==> src/rtl/chart_drag_ctrl.sv <==
// Mouse-drag pan controller for the oscilloscope chart area.
// Tracks a left-button drag that starts inside a rectangular region and keeps
// one signed, saturated X/Y pan offset per channel. A double-click on the same
// channel zeroes that channel's offset. Outputs are sign-magnitude and registered.
module chart_drag_ctrl #(
  parameter int N_CH        = 4,
  parameter int POS_W       = 12,
  parameter int OFF_W       = 11,
  parameter int OFF_MAX     = 1023,
  parameter int X0          = 100,
  parameter int Y0          = 50,
  parameter int W           = 400,
  parameter int H           = 300,
  parameter int DCLK_CYCLES = 26_000_000
) (
  input  logic                                      clk,
  input  logic                                      rst,
  input  logic                                      left_mouse,
  input  logic [POS_W-1:0]                          xpos,
  input  logic [POS_W-1:0]                          ypos,
  input  logic [((N_CH > 1) ? $clog2(N_CH) : 1)-1:0] ch_sel,
  output logic [OFF_W-1:0]                          x_off_mag,
  output logic                                      x_off_minus,
  output logic [OFF_W-1:0]                          y_off_mag,
  output logic                                      y_off_minus,
  output logic                                      dragging,
  output logic [((N_CH > 1) ? $clog2(N_CH) : 1)-1:0] drag_ch
);

  localparam int CH_W  = (N_CH > 1) ? $clog2(N_CH) : 1;
  localparam int TMR_W = $clog2(DCLK_CYCLES + 1);
  localparam int D_W   = POS_W + 1;
  // Sum width covers the larger of delta and offset plus one growth bit, so a
  // full-screen move on a saturated offset never wraps before clamping.
  localparam int S_W   = ((D_W > OFF_W + 1) ? D_W : OFF_W + 1) + 1;

  localparam logic [POS_W-1:0]      X_LO  = POS_W'(X0);
  localparam logic [POS_W-1:0]      X_HI  = POS_W'(X0 + W - 1);
  localparam logic [POS_W-1:0]      Y_LO  = POS_W'(Y0);
  localparam logic [POS_W-1:0]      Y_HI  = POS_W'(Y0 + H - 1);
  localparam logic signed [S_W-1:0] LIM_P = S_W'(OFF_MAX);
  localparam logic signed [S_W-1:0] LIM_N = -S_W'(OFF_MAX);

  typedef enum logic [1:0] {S_IDLE, S_DRAG, S_ZERO} state_t;

  // Clamp a wide signed sum to [-OFF_MAX, +OFF_MAX].
  function automatic logic signed [OFF_W:0] sat_off(input logic signed [S_W-1:0] s);
    logic signed [S_W-1:0] c;
    if (s > LIM_P)      c = LIM_P;
    else if (s < LIM_N) c = LIM_N;
    else                c = s;
    return (OFF_W + 1)'(c);
  endfunction

  // Magnitude of a saturated offset; always fits OFF_W bits.
  function automatic logic [OFF_W-1:0] mag_of(input logic signed [OFF_W:0] v);
    logic signed [OFF_W:0] a;
    a = v[OFF_W] ? -v : v;
    return a[OFF_W-1:0];
  endfunction

  state_t                state_q, state_d;
  logic                  lm_q;
  logic [TMR_W-1:0]      tmr_q, tmr_d;
  logic [CH_W-1:0]       drag_ch_q, drag_ch_d;
  logic [POS_W-1:0]      anc_x_q, anc_y_q;
  logic signed [OFF_W:0] base_x_q, base_y_q;
  logic signed [OFF_W:0] off_x_q [N_CH];
  logic signed [OFF_W:0] off_y_q [N_CH];

  logic [OFF_W-1:0]      x_mag_q, y_mag_q;
  logic                  x_minus_q, y_minus_q, dragging_q;

  logic                  press_w, rel_w, hit_w;
  logic                  start_drag, zero_en;
  logic signed [D_W-1:0] dx, dy;
  logic signed [S_W-1:0] sum_x, sum_y;
  logic signed [OFF_W:0] drag_x, drag_y, sel_x, sel_y;

  assign press_w = left_mouse & ~lm_q;
  assign rel_w   = ~left_mouse & lm_q;
  assign hit_w   = (xpos >= X_LO) && (xpos <= X_HI) && (ypos >= Y_LO) && (ypos <= Y_HI);

  // Drag arithmetic: new offset = sat(base + (pos - anchor)) per axis.
  always_comb begin
    dx     = $signed({1'b0, xpos}) - $signed({1'b0, anc_x_q});
    dy     = $signed({1'b0, ypos}) - $signed({1'b0, anc_y_q});
    sum_x  = S_W'(base_x_q) + S_W'(dx);
    sum_y  = S_W'(base_y_q) + S_W'(dy);
    drag_x = sat_off(sum_x);
    drag_y = sat_off(sum_y);
  end

  // Next-state, double-click timer and drag/zero strobes.
  always_comb begin
    state_d    = state_q;
    tmr_d      = tmr_q;
    drag_ch_d  = drag_ch_q;
    start_drag = 1'b0;
    zero_en    = 1'b0;
    case (state_q)
      S_IDLE: begin
        if (tmr_q != '0) tmr_d = tmr_q - TMR_W'(1);
        if (press_w && hit_w) begin
          if ((tmr_q != '0) && (ch_sel == drag_ch_q)) begin
            state_d = S_ZERO;
            zero_en = 1'b1;
          end else begin
            state_d    = S_DRAG;
            start_drag = 1'b1;
            drag_ch_d  = ch_sel;
          end
        end
      end
      S_DRAG: begin
        if (rel_w) begin
          state_d = S_IDLE;
          tmr_d   = TMR_W'(DCLK_CYCLES);
        end
      end
      S_ZERO: begin
        // Clearing the timer here keeps a third quick click from zeroing again.
        if (rel_w) begin
          state_d = S_IDLE;
          tmr_d   = '0;
        end
      end
      default: state_d = S_IDLE;
    endcase
  end

  // Control registers; button history resets high so a held button cannot start a drag.
  always_ff @(posedge clk) begin
    if (rst) begin
      state_q   <= S_IDLE;
      tmr_q     <= '0;
      drag_ch_q <= '0;
      lm_q      <= 1'b1;
    end else begin
      state_q   <= state_d;
      tmr_q     <= tmr_d;
      drag_ch_q <= drag_ch_d;
      lm_q      <= left_mouse;
    end
  end

  // Anchor and base capture at drag start; only read while dragging.
  always_ff @(posedge clk) begin
    if (start_drag) begin
      anc_x_q  <= xpos;
      anc_y_q  <= ypos;
      base_x_q <= off_x_q[ch_sel];
      base_y_q <= off_y_q[ch_sel];
    end
  end

  // Per-channel offset storage: cleared on double-click, tracked while dragging.
  always_ff @(posedge clk) begin
    if (rst) begin
      for (int c = 0; c < N_CH; c++) begin
        off_x_q[c] <= '0;
        off_y_q[c] <= '0;
      end
    end else if (zero_en) begin
      off_x_q[ch_sel] <= '0;
      off_y_q[ch_sel] <= '0;
    end else if (state_q == S_DRAG) begin
      off_x_q[drag_ch_q] <= drag_x;
      off_y_q[drag_ch_q] <= drag_y;
    end
  end

  // The dragged channel's storage is the live value, so selecting by ch_sel
  // covers both the live and the stored case.
  assign sel_x = off_x_q[ch_sel];
  assign sel_y = off_y_q[ch_sel];

  // Registered sign-magnitude outputs and drag status.
  always_ff @(posedge clk) begin
    if (rst) begin
      x_mag_q    <= '0;
      x_minus_q  <= 1'b0;
      y_mag_q    <= '0;
      y_minus_q  <= 1'b0;
      dragging_q <= 1'b0;
    end else begin
      x_mag_q    <= mag_of(sel_x);
      x_minus_q  <= sel_x[OFF_W];
      y_mag_q    <= mag_of(sel_y);
      y_minus_q  <= sel_y[OFF_W];
      dragging_q <= (state_d == S_DRAG);
    end
  end

  assign x_off_mag   = x_mag_q;
  assign x_off_minus = x_minus_q;
  assign y_off_mag   = y_mag_q;
  assign y_off_minus = y_minus_q;
  assign dragging    = dragging_q;
  assign drag_ch     = drag_ch_q;

endmodule

==> config.mk <==
export PLATFORM = sky130hd
export DESIGN_NAME = chart_drag_ctrl
export DESIGN_NICKNAME = d
export VERILOG_FILES = /design/src/rtl/chart_drag_ctrl.sv
export SDC_FILE = /design/constraint.sdc
export NUM_CORES = 1
export LEC_CHECK = 0
export BUFFER_PORTS_ARGS = -buffer_cell sky130_fd_sc_hd__buf_2
export CORE_MARGIN = 2
export CORE_UTILIZATION = 64
export CTS_BUF_LIST = sky130_fd_sc_hd__clkbuf_8
export DETAILED_ROUTE_END_ITERATION = 16
export HOLD_SLACK_MARGIN = 0.08
export PLACE_DENSITY = 0.95
export SYNTH_ARGS = -nofsm -noshare
export SYNTH_HDL_FRONTEND = slang
export SYNTH_SLANG_ARGS = --single-unit
export TNS_END_PERCENT = 20
==> constraint.sdc <==
create_clock -name clk -period 6.1 [get_ports clk]
set_input_delay 0.915 -clock clk [delete_from_list [all_inputs] [get_ports clk]]
set_output_delay 0.915 -clock clk [all_outputs]
set_load 0.01 [all_outputs]
; Word level (Yosys, flattened, before mapping)
; Memory sizes are Yosys's and may differ from the RTL's.
; Index checks and enable logic that the tools add are counted.
[totals]
reg_bits = 103
latchBits = 0
ram_bits = 96
mem_bits_ro = 0
input_bits = 29
output_inout_bits = 27
elab_cells = 98
n_memories = 2
[mem_list]
columns = memory, words, word_bits, rd, rd_clocked_by_memory_dff, wr, line
row1 = off_x_q, 4, 12, 1, 0, 4, 68  ; logic signed [OFF_W:0] off_x_q [N_CH];
row2 = off_y_q, 4, 12, 1, 0, 4, 69  ; logic signed [OFF_W:0] off_y_q [N_CH];
[classes]
n_addsub = 7
mul = 0
div = 0
magnitude_cmp = 8
eq_ne = 7
shift = 0
n_mux = 41
bitwise = 5
reduce_logical = 15
[op_table]
columns = cell, n
row1 = $mux 12, 8
row2 = $mux 25, 3
row3 = $pmux 25 s3, 1
row4 = $reduce_or 12->1, 4
row5 = $add 12x13->14, 2
row6 = $gt 14x11->1 const B, 2
row7 = $lt 14x11->1 const B, 2
row8 = $sub 12x12->13, 2
row9 = $reduce_bool 25->1, 1
row10 = $sub 25x1->25 const B, 1
row11 = $le 12x9->1 const B, 2
row12 = $mux 11, 2
row13 = $neg 11->11, 2
row14 = $mux 1, 19
row15 = $mux 2, 7
row16 = $ge 12x6->1 const B, 1
row17 = $ge 12x7->1 const B, 1
row18 = $ne 2x2->1 const B, 3
row19 = $logic_and 1x1->1, 5
row20 = $eq 2x1->1 const B, 2
row21 = $pmux 2 s2, 1
row22 = $reduce_and 4->1, 1
row23 = $not 1->1, 3
row24 = $reduce_and 3->1, 1
row25 = other kinds (6), 7

; Depth between registers and ports, before layout
[depth]
word_depth = 13
mapped_depth = 22
mapped_depth_nobuf = 20

; Worst setup path after synthesis
; OpenSTA, ideal clock, no wires.
[synth_path]
path_kind = input to register
startpoint = in xpos[0]
endpoint = mem off_x_q[1][8] (netlist name) (data pin)
setup_ns = 0.281
arrival_time_ns = 5.054
t_required_ns = 5.819
path_slack_ns = 0.765
cell_stages = 20
n_path_buf = 1
path_cell_list = inv_1 > ha_1 > fa_1 > inv_1 > a21oi_1 > o21bai_1 > a21o_1 > a21oi_1 > o21a_1 > o211ai_1 > xor2_1 > ha_1 > xor2_1 > nand3b_1 > or4_1 > or3_1 > o41a_1 > o311ai_4 > buf_6 > a211oi_1
[synth_lines]
columns = element, line
row1 = "start, declared", 19  ; input logic [POS_W-1:0] xpos,
row2 = "end, declared", 68

==> flow_metrics.tcl <==
set metrics [dict create \
    cts_root_buf "clkbuf_8" \
    die_w_um 134 \
    vias_per_cell 6.78 \
    hold_violations 0 \
    clock-sinks 199 \
    multi_input_area_um2 5020 \
    vias 8561 \
    startpoint_type "primary input" \
    initial_utilization_pct 65.6 \
    first_pass_iters 6 \
    syn_avg_cell_area_um2 11.1 \
    grt_pass1_wl_mm 43.0 \
    fillers 1046 \
    grt_pass1_vias 8339 \
    ys.flop_type "edfxtp_1" \
    powerDensity_nw_per_um2 293 \
    ir_drop_mv 0.273 \
    syn_to_final_growth_pct 8.16 \
    clock_latency_ps 500 \
    synth_edf_count 144 \
    cp_max_fo 5 \
    rsz0062_at_grt "false" \
    clockBufferDepth 2 \
    cts_resized 0 \
    min_period_ps 5650 \
    cts_tree "yes" \
    slew_headroom_pct 5.90 \
    path_class "in2reg" \
    overflow 0 \
    path_delay_family "compound AO/OA/AOI/OAI gates" \
    final_cells 1263 \
    cts_htree_levels 4 \
    dp_hpwl_mm 17.6 \
    cp.arrival_ps 5890 \
    netlist_area_um2 10900 \
    crit_path_end_kind "register" \
    leakagePower_uw 0.00458 \
    netlist.area_leader.share_pct 39.7 \
    finalClockSkew_ps 14.9 \
    row_count 47 \
    path_buf_inv 4 \
    nets 1121 \
    diodes 0 \
    syn-num-nets 1071 \
    synth_top_cell_by_area "edfxtp_1" \
    worstPathCellList "buf_2 -> inv_1 -> ha_1 -> fa_1 -> inv_1 -> a21oi_1 -> o21bai_1 -> a21o_1 -> a21oi_1 -> o21a_1 -> xnor2_1 -> ha_1 -> inv_1 -> a21o_1 -> o21ai_1 -> nand2_1 -> o311ai_1 -> o311ai_1 -> o32ai_1 -> nor2_1" \
    utilization_pct 71.0 \
    dp.cells 1231 \
    register_area_um2 5430 \
    synthDistinctLibCells 73 \
    timing.final.crit_share_pct 92.6 \
    syn_inst 980 \
    drt-initial-drc-count 1191 \
    dieHeight_um 134 \
    synth_common_cells "edfxtp_1 (144), nor2_1 (90), a21oi_1 (88)" \
    track_usage_pct 30.7 \
    synth.yosys.warnings 0 \
    status "finished, final reports clean" \
    grt_max_degree 53 \
    core_um2 16600 \
    slowest_stage "o311ai_1" \
    ant_nets 0 \
    antenna_found_initial 1 \
    setup_violations 0 \
    worst_pin_slew_ps 1390 \
    io_buffers 55 \
    cts_hold_buf 0 \
    maxSlewViolCount 0 \
    ys_seq_area_share_pct 49.9 \
    fmax_ghz 0.177 \
    dp_slack_ps 250 \
    ios 56 \
    hold_ws_ps 525 \
    cts_made_buffers 17 \
    gp_congestion 0.886 \
    postSynth.asyncResetShare_pct 0 \
    critPathMaxStageDelay_ps 1160 \
    drc 0 \
    hold_class "reg2reg" \
    crit_top_cell "inv_1" \
    cap_viol_max_count 0 \
    routed_wl_mm 26.9 \
    post_cts.repair.setup_buffers 0 \
    cp.required_ps 6340 \
    yosys_register_bits 199 \
    die_area_um2 18100 \
    synthMostInstantiatedCell "edfxtp_1" \
    fin_setup_tns_ps 0 \
    worst_slack_ps 450 \
    drive_gt1_share_pct 13.6 \
    wl_per_cell_um 21.3 \
    synth.area.top_cells "edfxtp_1 (40%), dfxtp_1 (10%), ha_1 (6.7%)" \
    path_clk_slew_ps 90 \
]
## path summary, 6_finish.rpt
check,startpoint,to,slack [ps],cells past startpoint
worst min-delay path,tmr_q[6],tmr_q[6],520,2
worst max register to register,anc_x_q[1],off_x_q[0][0],590,17
worst max-delay path,xpos[0],off_x_q[0][0],450,20
worst min register to register,tmr_q[6],tmr_q[6],520,2
## stage by stage
stage | area, um2 | power [uW]
after global placement | 11400 | 2510
after global routing | 11800 | 3600
after detailed placement | 11400 | 2560
after CTS | 11800 | 3430
after floorplan | 10900 | 2340
final | 11800 | 3450
## where the power goes
| part | internal [uW] | leakage [uW] | switching (uW) |
|---|---|---|---|
| combinational | 369 | 0.00248 | 568 |
| sequential | 1550 | 0.00188 | 86.0 |
| clock | 419 | 0.000222 | 457 |
| total | 2340 | 0.00458 | 1110 |
## cell families (layout without fill, tap and decap cells)
kind of cell / count (synthesis) / in the layout / synth area share, %
flops: 199 / 199 / 49.9
xor+xnor: 71 / 71 / 5.71
mux: 27 / 27 / 5.25
compound gates: 268 / 268 / 16.3
simple gates: 246 / 246 / 11.5
buf+inv: 107 / 170 / 3.98
fa+ha+maj: 62 / 62 / 7.40
## registers in the layout (all words and copies together), names as in the netlist
register / flops
anc_y_q: 12
tmr_q: 25
x_off_minus: 1
lm_q: 1
off_x_q: 48
dragging: 1
base_x_q: 12
y_off_minus: 1
y_off_mag: 11
anc_x_q: 12
off_y_q: 48
base_y_q: 12
x_off_mag: 11
state_q: 2
drag_ch: 2
## per-layer routing
| layer | GRT usage (%) | vias to the layer above | share of wire (%) |
|---|---|---|---|
| met2 | 51.1 | 581 | 49 |
| li1 | - | 3772 | - |
| met1 | 38.4 | 4083 | 37 |
| met4 | 13.6 | 0 | 4.2 |
| met3 | 7.48 | 125 | 11 |
| met5 | 0 | - | 0 |
## placed cells by master, fill, tap and decap left out, types with 19 or more instances in the layout
cell      instances
edfxtp_1        144
nor2_1           90
a21oi_1          88
inv_1            74
ha_1             58
dfxtp_1          55
buf_2            55
xnor2_1          41
o21ai_0          39
nand2_1          33
xor2_1           30
a211oi_1         30
mux4_2           24
clkbuf_8         19
## worst reg2reg max path: cells and delay by family, from the launching register on
kind	cells	cell delay, ps
AOI/OAI and AO/OA	11	3820
xor gates and xnor gates	1	90
buffers and inverters	1	90
adders and majority gates	2	590
and+or+nand+nor	2	230
DFF	1	430
## cell type report
class	instances	area share (%)
inverter	69	2.20
multi-input combinational	674	42.7
tap	220	2.34
clock inverter	13	1.22
sequential	199	46.1
clock buffer	19	2.22
timing repair buffer	69	3.23
(Power assumes the default switching activity.)
